<file path="config.mk">
export PLATFORM = sky130hd
export DESIGN_NAME = alu_mdu_flat
export DESIGN_NICKNAME = d
export VERILOG_FILES = /design/src/rtl/alu_mdu_if.sv /design/src/rtl/alu_mdu.sv /design/src/flat_wrapper.sv
export SDC_FILE = /design/constraint.sdc
export NUM_CORES = 1
export LEC_CHECK = 0
export ABC_AREA = 0
export BUFFER_PORTS_ARGS = -buffer_cell sky130_fd_sc_hd__buf_2
export CORE_ASPECT_RATIO = 1.1
export CORE_UTILIZATION = 31
export CTS_CLUSTER_DIAMETER = 50
export DETAILED_ROUTE_END_ITERATION = 8
export HOLD_SLACK_MARGIN = 0.08
export RECOVER_POWER = 100
export SYNTH_ARGS = -nofsm -noshare
export SYNTH_HDL_FRONTEND = slang
export SYNTH_SLANG_ARGS = --single-unit
</file>
<file path="constraint.sdc">
create_clock -name clk -period 6.8 [get_ports clk]
set_input_delay 0.68 -clock clk [delete_from_list [all_inputs] [get_ports clk]]
set_output_delay 0.68 -clock clk [all_outputs]
set_load 0.02 [all_outputs]
</file>
<file path="src/rtl/alu_mdu_if.sv">
// alu_mdu_if: issue/result bundle between the EX stage and alu_mdu
// Signals: start, ALUCtrl, a, b - operation issue (driven by master)
//          busy, done         - multi-cycle handshake (driven by slave)
//          ALU_result, zero   - registered result and its zero flag
//          hi, lo             - HI/LO architectural registers
interface alu_mdu_if #(
    parameter int WIDTH = 32
);
    logic             start;
    logic [3:0]       ALUCtrl;
    logic [WIDTH-1:0] a;
    logic [WIDTH-1:0] b;
    logic             busy;
    logic             done;
    logic [WIDTH-1:0] ALU_result;
    logic             zero;
    logic [WIDTH-1:0] hi;
    logic [WIDTH-1:0] lo;
    modport master (
        output start, ALUCtrl, a, b,
        input  busy, done, ALU_result, zero, hi, lo
    );
    modport slave (
        input  start, ALUCtrl, a, b,
        output busy, done, ALU_result, zero, hi, lo
    );
endinterface

</file>
<file path="src/rtl/alu_mdu.sv">
// alu_mdu: execute-stage ALU with iterative multiply/divide and MIPS HI/LO registers
// Ports: clk   - clock, all state changes on the rising edge
//        rst_n - synchronous active-low reset
//        bus   - alu_mdu_if.slave: start/ALUCtrl/a/b issue, busy/done handshake,
//                ALU_result/zero registered result, hi/lo registers
// Build option ALU_MDU_DIV_EN: compiles in the restoring divider. Without it
// DIV/DIVU finish in one cycle with a zero result and HI/LO left untouched.
module alu_mdu #(
    parameter int WIDTH = 32
) (
    input logic      clk,
    input logic      rst_n,
    alu_mdu_if.slave bus
);
    localparam int CW = $clog2(WIDTH);
    typedef enum logic [1:0] {IDLE, RUN, DONE} state_t;
    state_t           state;
    logic [CW-1:0]    cnt;
    logic [WIDTH-1:0] acc;
    logic [WIDTH-1:0] q;
    logic [WIDTH-1:0] m;
    logic             neg;
    logic             op_mul;
    logic             op_div;
    logic             sgn;
    logic             sa;
    logic             sb;
    logic             div0;
    logic             mc;
    logic [WIDTH-1:0] ma;
    logic [WIDTH-1:0] mb;
    logic [WIDTH-1:0] sc_res;
    logic [WIDTH-1:0] acc_n;
    logic [WIDTH-1:0] q_n;
    logic [WIDTH-1:0] fin_hi;
    logic [WIDTH-1:0] fin_lo;
    logic [WIDTH:0]   mul_sum;
    logic [2*WIDTH-1:0] prod;
    assign op_mul = bus.ALUCtrl[3:1] == 3'b100;
    assign op_div = bus.ALUCtrl[3:1] == 3'b101;
    // Odd codes of the MDU group (MULTU/DIVU) are unsigned.
    assign sgn = !bus.ALUCtrl[0];
    assign sa  = sgn && bus.a[WIDTH-1];
    assign sb  = sgn && bus.b[WIDTH-1];
    assign ma  = sa ? -bus.a : bus.a;
    assign mb  = sb ? -bus.b : bus.b;
`ifdef ALU_MDU_DIV_EN
    logic           is_div;
    logic           neg_r;
    logic           ge;
    logic [WIDTH:0] r_sh;
    logic [WIDTH:0] r_sub;
    assign div0 = op_div && bus.b == '0;
    assign mc   = op_mul || (op_div && !div0);
    // Partial remainder is always < divisor, so the shifted value fits WIDTH+1
    // bits and the top bit of the difference is a clean borrow flag.
    assign r_sh  = {acc, q[WIDTH-1]};
    assign r_sub = r_sh - {1'b0, m};
    assign ge    = !r_sub[WIDTH];
`else
    assign div0 = 1'b0;
    assign mc   = op_mul;
`endif
    always_comb begin
        sc_res = bus.a;
        case (bus.ALUCtrl)
            4'b0000: sc_res = bus.a & bus.b;
            4'b0001: sc_res = bus.a | bus.b;
            4'b0010: sc_res = bus.a + bus.b;
            4'b0110: sc_res = bus.a - bus.b;
            4'b0111: sc_res = {{(WIDTH-1){1'b0}}, $signed(bus.a) < $signed(bus.b)};
            4'b0011: sc_res = {{(WIDTH-1){1'b0}}, bus.a < bus.b};
            4'b1100: sc_res = ~(bus.a | bus.b);
            4'b1101: sc_res = bus.hi;
            4'b1110: sc_res = bus.lo;
            4'b1010, 4'b1011: sc_res = div0 ? '1 : '0;
            default: ;
        endcase
    end
    // One MDU iteration per RUN cycle; fin_* is the architectural result as
    // it would look if this were the last iteration.
    always_comb begin
        mul_sum = {1'b0, acc} + (q[0] ? {1'b0, m} : '0);
        acc_n   = mul_sum[WIDTH:1];
        q_n     = {mul_sum[0], q[WIDTH-1:1]};
        prod    = neg ? -{acc_n, q_n} : {acc_n, q_n};
        fin_hi  = prod[2*WIDTH-1:WIDTH];
        fin_lo  = prod[WIDTH-1:0];
`ifdef ALU_MDU_DIV_EN
        if (is_div) begin
            acc_n  = ge ? r_sub[WIDTH-1:0] : r_sh[WIDTH-1:0];
            q_n    = {q[WIDTH-2:0], ge};
            fin_hi = neg_r ? -acc_n : acc_n;
            fin_lo = neg ? -q_n : q_n;
        end
`endif
    end
    always_ff @(posedge clk) begin
        if (!rst_n) begin
            state          <= IDLE;
            cnt            <= '0;
            acc            <= '0;
            q              <= '0;
            m              <= '0;
            neg            <= 1'b0;
            bus.busy       <= 1'b0;
            bus.done       <= 1'b0;
            bus.ALU_result <= '0;
            bus.zero       <= 1'b0;
            bus.hi         <= '0;
            bus.lo         <= '0;
`ifdef ALU_MDU_DIV_EN
            is_div         <= 1'b0;
            neg_r          <= 1'b0;
`endif
        end else begin
            bus.done <= 1'b0;
            if (state == RUN) begin
                acc <= acc_n;
                q   <= q_n;
                cnt <= cnt - 1'b1;
                if (cnt == '0) begin
                    state          <= DONE;
                    bus.busy       <= 1'b0;
                    bus.done       <= 1'b1;
                    bus.hi         <= fin_hi;
                    bus.lo         <= fin_lo;
                    bus.ALU_result <= fin_lo;
                    bus.zero       <= fin_lo == '0;
                end
            end else begin
                // DONE accepts a new issue exactly like IDLE, since busy is low.
                state <= IDLE;
                if (bus.start && mc) begin
                    state    <= RUN;
                    bus.busy <= 1'b1;
                    cnt      <= CW'(WIDTH - 1);
                    acc      <= '0;
                    q        <= op_div ? ma : mb;
                    m        <= op_div ? mb : ma;
                    neg      <= sa ^ sb;
`ifdef ALU_MDU_DIV_EN
                    is_div   <= op_div;
                    neg_r    <= sa;
`endif
                end else if (bus.start) begin
                    state          <= DONE;
                    bus.done       <= 1'b1;
                    bus.ALU_result <= sc_res;
                    bus.zero       <= sc_res == '0;
                    if (div0) begin
                        bus.hi <= bus.a;
                        bus.lo <= '1;
                    end
                end
            end
        end
    end
endmodule
</file>
<file path="src/flat_wrapper.sv">
// flat-port wrapper written by rule: the top's interface ports become plain ports
module alu_mdu_flat 
#(
    parameter int WIDTH = 32
)
  (clk, rst_n, bus_start, bus_ALUCtrl, bus_a, bus_b, bus_busy, bus_done, bus_ALU_result, bus_zero, bus_hi, bus_lo);
  alu_mdu_if #(.WIDTH(WIDTH)) bus_i ();
  input logic clk;
  input logic rst_n;
  input wire logic [$bits(bus_i.start)-1:0] bus_start;
  input wire logic [$bits(bus_i.ALUCtrl)-1:0] bus_ALUCtrl;
  input wire logic [$bits(bus_i.a)-1:0] bus_a;
  input wire logic [$bits(bus_i.b)-1:0] bus_b;
  output wire logic [$bits(bus_i.busy)-1:0] bus_busy;
  output wire logic [$bits(bus_i.done)-1:0] bus_done;
  output wire logic [$bits(bus_i.ALU_result)-1:0] bus_ALU_result;
  output wire logic [$bits(bus_i.zero)-1:0] bus_zero;
  output wire logic [$bits(bus_i.hi)-1:0] bus_hi;
  output wire logic [$bits(bus_i.lo)-1:0] bus_lo;
  assign bus_i.start = bus_start;
  assign bus_i.ALUCtrl = bus_ALUCtrl;
  assign bus_i.a = bus_a;
  assign bus_i.b = bus_b;
  assign bus_busy = bus_i.busy;
  assign bus_done = bus_i.done;
  assign bus_ALU_result = bus_i.ALU_result;
  assign bus_zero = bus_i.zero;
  assign bus_hi = bus_i.hi;
  assign bus_lo = bus_i.lo;
  alu_mdu #(.WIDTH(WIDTH)) u_core (.clk(clk), .rst_n(rst_n), .bus(bus_i));
endmodule
</file>
==> After elaboration in Yosys (flattened, before gate mapping) <==
Index checks and enable logic that the tools add are counted.
{ "word_totals": {"reg_bits": 203, "input_bits": 71, "output_inout_bits": 99, "word_cells": 88} }
{ "classes": {"addsub": 7, "n_lt_le_gt_ge": 2, "n_eq_ne": 15, "n_mux": 32, "bitwise_logic": 5, "n_reduce_logical": 15} }
{ "op_table": {"columns": ["op", "n"], "rows": [
  ["2-to-1 mux 32 bit", 13],
  ["case mux 32 bit (10 select lines)", 1],
  ["logical NOT 32 bit", 2],
  ["< comparator 32 bit", 2],
  ["2-to-1 mux 64 bit", 1],
  ["negator 32 bit", 2],
  ["negator 64 bit", 1],
  ["adder 32 x 33 -> 33 bit", 1],
  ["adder 32 bit", 1],
  ["bitwise AND 32 bit", 1],
  ["NOT 32 bit", 1],
  ["OR 32 bit", 1],
  ["subtractor 32 bit", 1],
  ["equality test 4 bit, second input constant", 5],
  ["2-to-1 mux 1 bit", 11],
  ["2-to-1 mux 5 bit", 2],
  ["equality test 4 x 2 -> 1 bit, second input constant", 2],
  ["equality test 4 x 3 -> 1 bit, second input constant", 2],
  ["2-to-1 mux 2 bit", 4],
  ["equality test 3 bit, second input constant", 2],
  ["AND reduction 2 bit", 3],
  ["logical NOT 5 bit", 1],
  ["subtractor 5 x 1 -> 5 bit, second input constant", 1],
  ["equality test 4 x 1 -> 1 bit, second input constant", 1],
  ["11 further kinds", 14]
]} }

==> Logic depth before layout (Yosys ltp) <==
{ "depth": {"word_depth": 7, "ltp_mapped": 16, "depth_no_buf": 16} }

==> Worst setup path after synthesis <==
OpenSTA, ideal clock, no wires.
{ "synth_path": {"path_type": "in2reg", "startpoint": "in bus_a[0]", "endpoint": "reg u_core.bus.zero", "setup_ns": 0.096, "t_arrival_ns": 3.895, "required_ns": 6.704, "path_slack_ns": 2.809, "cell_stages": 16, "path_buffers": 0, "path_cell_list": "inv_1 -> ha_1 -> inv_1 -> fa_1 -> nor2b_1 -> o21a_1 -> nor3_1 -> o21a_1 -> o21ai_1 -> a221o_1 -> o211a_1 -> a2111oi_0 -> nor4b_1 -> nand4b_1 -> or4_1 -> o41ai_2"} }
{ "synth_via": {"elab_chain_len": 7, "elab_cells_between_ends": 12, "cone_classes": "2 x add/sub; 2 x order compare; 4 x mux; 3 x bitwise; 1 x reduce/logical"} }
{ "synth_lines": {"columns": ["item", "line", "rtl"], "rows": [
  ["from (decl)", "flat_wrapper.sv:12", "input wire logic [$bits(bus_i.a)-1:0] bus_a;"],
  ["branches (longest 2 deep; another with subtractor 32 bit)", null, null],
  ["case mux 32 bit (10 select lines) *", "alu_mdu.sv:66", "case (bus.ALUCtrl)"],
  ["logical NOT 32 bit *", "alu_mdu.sv:150", "bus.zero <= sc_res == '0;"],
  ["2-to-1 mux 1 bit *", "alu_mdu.sv:146", "end else if (bus.start) begin"],
  ["2-to-1 mux 1 bit *", "alu_mdu.sv:134", "if (bus.start && mc) begin"],
  ["2-to-1 mux 1 bit *", "alu_mdu.sv:118", "if (state == RUN) begin"],
  ["to (signal assigned)", "alu_mdu.sv:109", "bus.zero <= 1'b0;"],
  ["to (signal assigned)", "alu_mdu.sv:129", "bus.zero <= fin_lo == '0;"],
  ["to (signal assigned)", "alu_mdu.sv:150", null],
  ["to (decl)", "alu_mdu_if.sv:25", "output busy, done, ALU_result, zero, hi, lo"]
]} }
Mark *: on every way between the ends. The select of a mux whose other input is x is not followed.
A chain may end at the register's enable or synchronous reset.

==> Worst setup path after layout <==
{ "layout_path": {"startpoint": "in bus_ALUCtrl[2]", "endpoint": "reg u_core.bus.zero"} }
{ "layout_via": {"elab_chain_len": 7, "elab_cells_between_ends": 21, "cone_classes": "12 x eq/ne; 4 x mux; 5 x reduce/logical"} }
{ "layout_lines": {"columns": ["item", "line", "rtl"], "rows": [
  ["from (decl)", "flat_wrapper.sv:11", "input wire logic [$bits(bus_i.ALUCtrl)-1:0] bus_ALUCtrl;"],
  ["equality test 4 bit", "alu_mdu.sv:66", null],
  ["OR reduction 2 bit", "alu_mdu.sv:66", null],
  ["case mux 32 bit (10 select lines)", "alu_mdu.sv:66", null],
  ["logical NOT 32 bit", "alu_mdu.sv:150", null],
  ["2-to-1 mux 1 bit", "alu_mdu.sv:146", null],
  ["2-to-1 mux 1 bit", "alu_mdu.sv:134", null],
  ["2-to-1 mux 1 bit", "alu_mdu.sv:118", null]
]} }
Parallel ways exist; a longest one is shown, timed or not. The select of a mux whose other input is x is not followed.

==> flow_summary.yaml <==
synth:
  synth_cell_types: 100
  synth_area_um2: 18600
  async_flop_share_pct: 0
  synthesis.nets: 2760
  synth_cells: 2546
  ys.flop_type: "dfxtp_1"
  syn_area_per_cell_um2: 7.29
  synthTopCellsByArea: "dfxtp_1, ha_1, nor2_1"
  synth_top_area_share_pct: 21.9
  ys_seq_elements: 203
  yosys.area.top_type: "dfxtp_1"
  ys_warn_count: 0
  synth.yosys.seq_area_share_pct: 21.9
  synth_edf_count: 0
die:
  rows: 93
  io_pins: 170
  coreArea_um2: 58900
  initial_core_util_pct: 31.5
  die_h_um: 259
  fp.dieArea_um2: 60900
  die_x_um: 235
drt:
  ant_nets: 0
  drcViolationCount: 0
  vias: 20300
  wirelength_mm: 81.8
  post_drt_wl_per_cell_um: 24.3
  drt_iter0_markers: 2394
  via_per_inst: 6.03
  detail_route.first_pass.iterations: 8
setup_path:
  required_ps: 7220
  cp_max_fo: 29
  r2r_setup_slack_ps: 1010
  critPathKind: "primary input to flop"
  crit_path_end_kind: "flop"
  r2r-end: "u_core.bus.hi[31]$_SDFFE_PN0P_"
  worstPathArrival_ps: 6420
  r2r_cells: 14
  r2r_start: "u_core.q[0]$_SDFFE_PN0P_"
  cp-start-kind: "primary input"
finish:
  multiInputGateArea_um2: 13300
  final_cell_mix: "nor2_1, a21oi_1, nand2_1, dfxtp_1, o21ai_0"
  final_layout_size_suffix_gt1_share_pct: 7.09
  num-nets-final: 2811
  mostFrequentLayoutCell: "nor2_1"
  area_delta_synth_final_pct: 10.2
  nFillCells: 6333
  layout.area.seq_um2: 4070
sta:
  slew_headroom_pct: -152
  worstMarginPinSlew_ps: 3760
  fin_worst_skew_ps: 19.8
  rsz0062_at_grt: "no"
  fmax_mhz: 167
  setup_viol: 0
  fin_crit_ps: 6000
  worst_slack_ps: 799
  tns_ps: 0
  hold_viol: 0
  slew_viol_final: 207
  period_share_pct: 88.3
flow_run:
  maxCapViolCount: 6
hold_path:
  hold_end: "u_core.bus.ALU_result[0]$_SDFFE_PN0P_"
  hold_start: "u_core.bus.ALU_result[0]$_SDFFE_PN0P_"
  min_path_type: "flop to flop"
  hold_depth: 2
placement:
  dp_hpwl_mm: 63.3
  place_ws_ps: 1540
  port_buffers: 169
  gp_congestion: 1.03
grt:
  grt_pass1_wl_mm: 121
  grt_max_degree: 107
  antenna_found_initial: 1
  grt_pass1_vias: 18700
  track_usage_pct: 25.7
  grt_overflow_total: 0
clocking:
  clockRootBuffer: "clkbuf_16"
  cts_resized: 0
  tritoncts: "done"
  clk_latency_ps: 520
  numCtsBuffers: 21
  cts_buffer_depth: 3
  postCtsHoldBufs: 0
  post_cts_buffers: 0
  clk_pin_slew_ps: 70
  clock_sinks: 203
  htree_num_levels: 1
pwr:
  p_leak_nw: 8.02
  switching_power_mw: 1.30
  cellInternalPower_mw: 2.28
  p_per_area_nw_per_um2: 175
  comb_power_share_pct: 29.7
  seqPwrFrac_pct: 35.7
  ir_drop_mv: 0.169
  power_frac_clock_pct: 34.6
  switching_share_pct: 36.3
status:
  outcome: "finished with violations"
  violations: "max-capacitance violations, max-slew violations"
[cell type report]
type,instances,area share [%]
antenna,2,0.0245
clock buffer,25,2.79
clock inverter,11,0.709
inverter,118,2.19
multi-input combinational,2050,65.1
sequential,203,19.9
tap,760,4.65
timing repair buffer,203,4.63
[layer usage]
| layer | global-route usage (%) | part of all wire (%) | vias to the layer above | routed length, um |
|---|---|---|---|---|
| li1 | - | - | 9412 | - |
| met4 | 12.2 | 5.2 | 0 | 4290 |
| met1 | 33.7 | 42 | 9648 | 34100 |
| met3 | 3.66 | 8.5 | 194 | 6920 |
| met5 | 0 | 0 | - | 0 |
| met2 | 41.3 | 45 | 1077 | 36500 |
[state kept, by name, indices dropped and copies added (netlist names)]
name,flops
u_core.state,2
u_core.neg,1
u_core.m,32
u_core.acc,32
u_core.bus.zero,1
u_core.bus.lo,32
u_core.bus.done,1
u_core.bus.ALU_result,32
u_core.q,32
u_core.bus.busy,1
u_core.cnt,5
u_core.bus.hi,32
[cells by family (layout without fill, tap and decap cells)]
logic type               Yosys count  in the layout  synth area share (%)
other                              0              2                     0
buffers and inverters            293            357                  6.27
AO/OA/AOI/OAI                    883            883                  31.8
flip-flops                       203            203                  21.9
XOR/XNOR                         158            158                  7.45
adder cells (fa/ha/maj)          143            143                  9.76
AND/OR/NAND/NOR                  843            843                  21.6
multiplexers                      23             23                  1.25
[through the flow]
| stage | util [%] | power [mW] | instances | cell area (um^2) | hold slack (ps) |
|---|---|---|---|---|---|
| after CTS | 35.1 | 3.57 | 3370 | 20700 | 462 |
| after global routing | 34.7 | 3.70 | 3371 | 20500 | 477 |
| after detailed placement | 33.9 | 2.34 | 3334 | 20000 | 451 |
| after global placement | 33.9 | 2.35 | 3334 | 20000 | 438 |
| after floorplan | - | 1.96 | 2546 | 18600 | 427 |
| final | 34.8 | 3.57 | 3372 | 20500 | 459 |
[Yosys cell counts (44+ instances only)]
cell type,number
and2_1,44
xnor2_1,99
nor2_1,306
xor2_1,59
inv_1,116
nor3_1,66
a22oi_1,55
nand2_1,202
clkbuf_1,125
a221oi_1,47
ha_1,140
o21ai_0,175
dfxtp_1,203
nand3_1,48
a211oi_1,75
a21oi_1,225
[power groups by stage]
stage          registers [mW]  clock network [mW]  logic (mW)
2_1_floorplan            1.31                   0       0.642
3_3_place_gp             1.30                   0        1.04
3_5_place_dp             1.30                   0        1.04
4_1_cts                  1.27                1.25        1.04
5_1_grt                  1.28                1.29        1.13
6_report                 1.28                1.24        1.06
[how the worst max path moves through the flow]
stage | start | end | cells after the start
final | bus_ALUCtrl[2] | u_core.bus.zero$_SDFFE_PN0P_ | 15
after global routing | bus_ALUCtrl[2] | u_core.bus.zero$_SDFFE_PN0P_ | 15
after CTS | u_core.q[0]$_SDFFE_PN0P_ | u_core.bus.hi[31]$_SDFFE_PN0P_ | 14
after detailed placement | bus_a[0] | u_core.bus.zero$_SDFFE_PN0P_ | 17
after global placement | bus_ALUCtrl[2] | u_core.bus.zero$_SDFFE_PN0P_ | 14
after floorplan | bus_a[0] | u_core.bus.zero$_SDFFE_PN0P_ | 16
[worst max-delay path, cell delays in order]
cell and delay (ps):
buf_2 280, clkbuf_1 1150, inv_1 550, nand3_1 460, o21a_1 450, clkbuf_1 670, o211ai_1 170, a21oi_1 160
o22ai_1 190, a21o_1 210, nand4bb_1 250, nor4b_1 350, nand4b_1 140, or4_1 430, o41ai_1 240
Note: power is estimated with default switching activity, not from simulation.
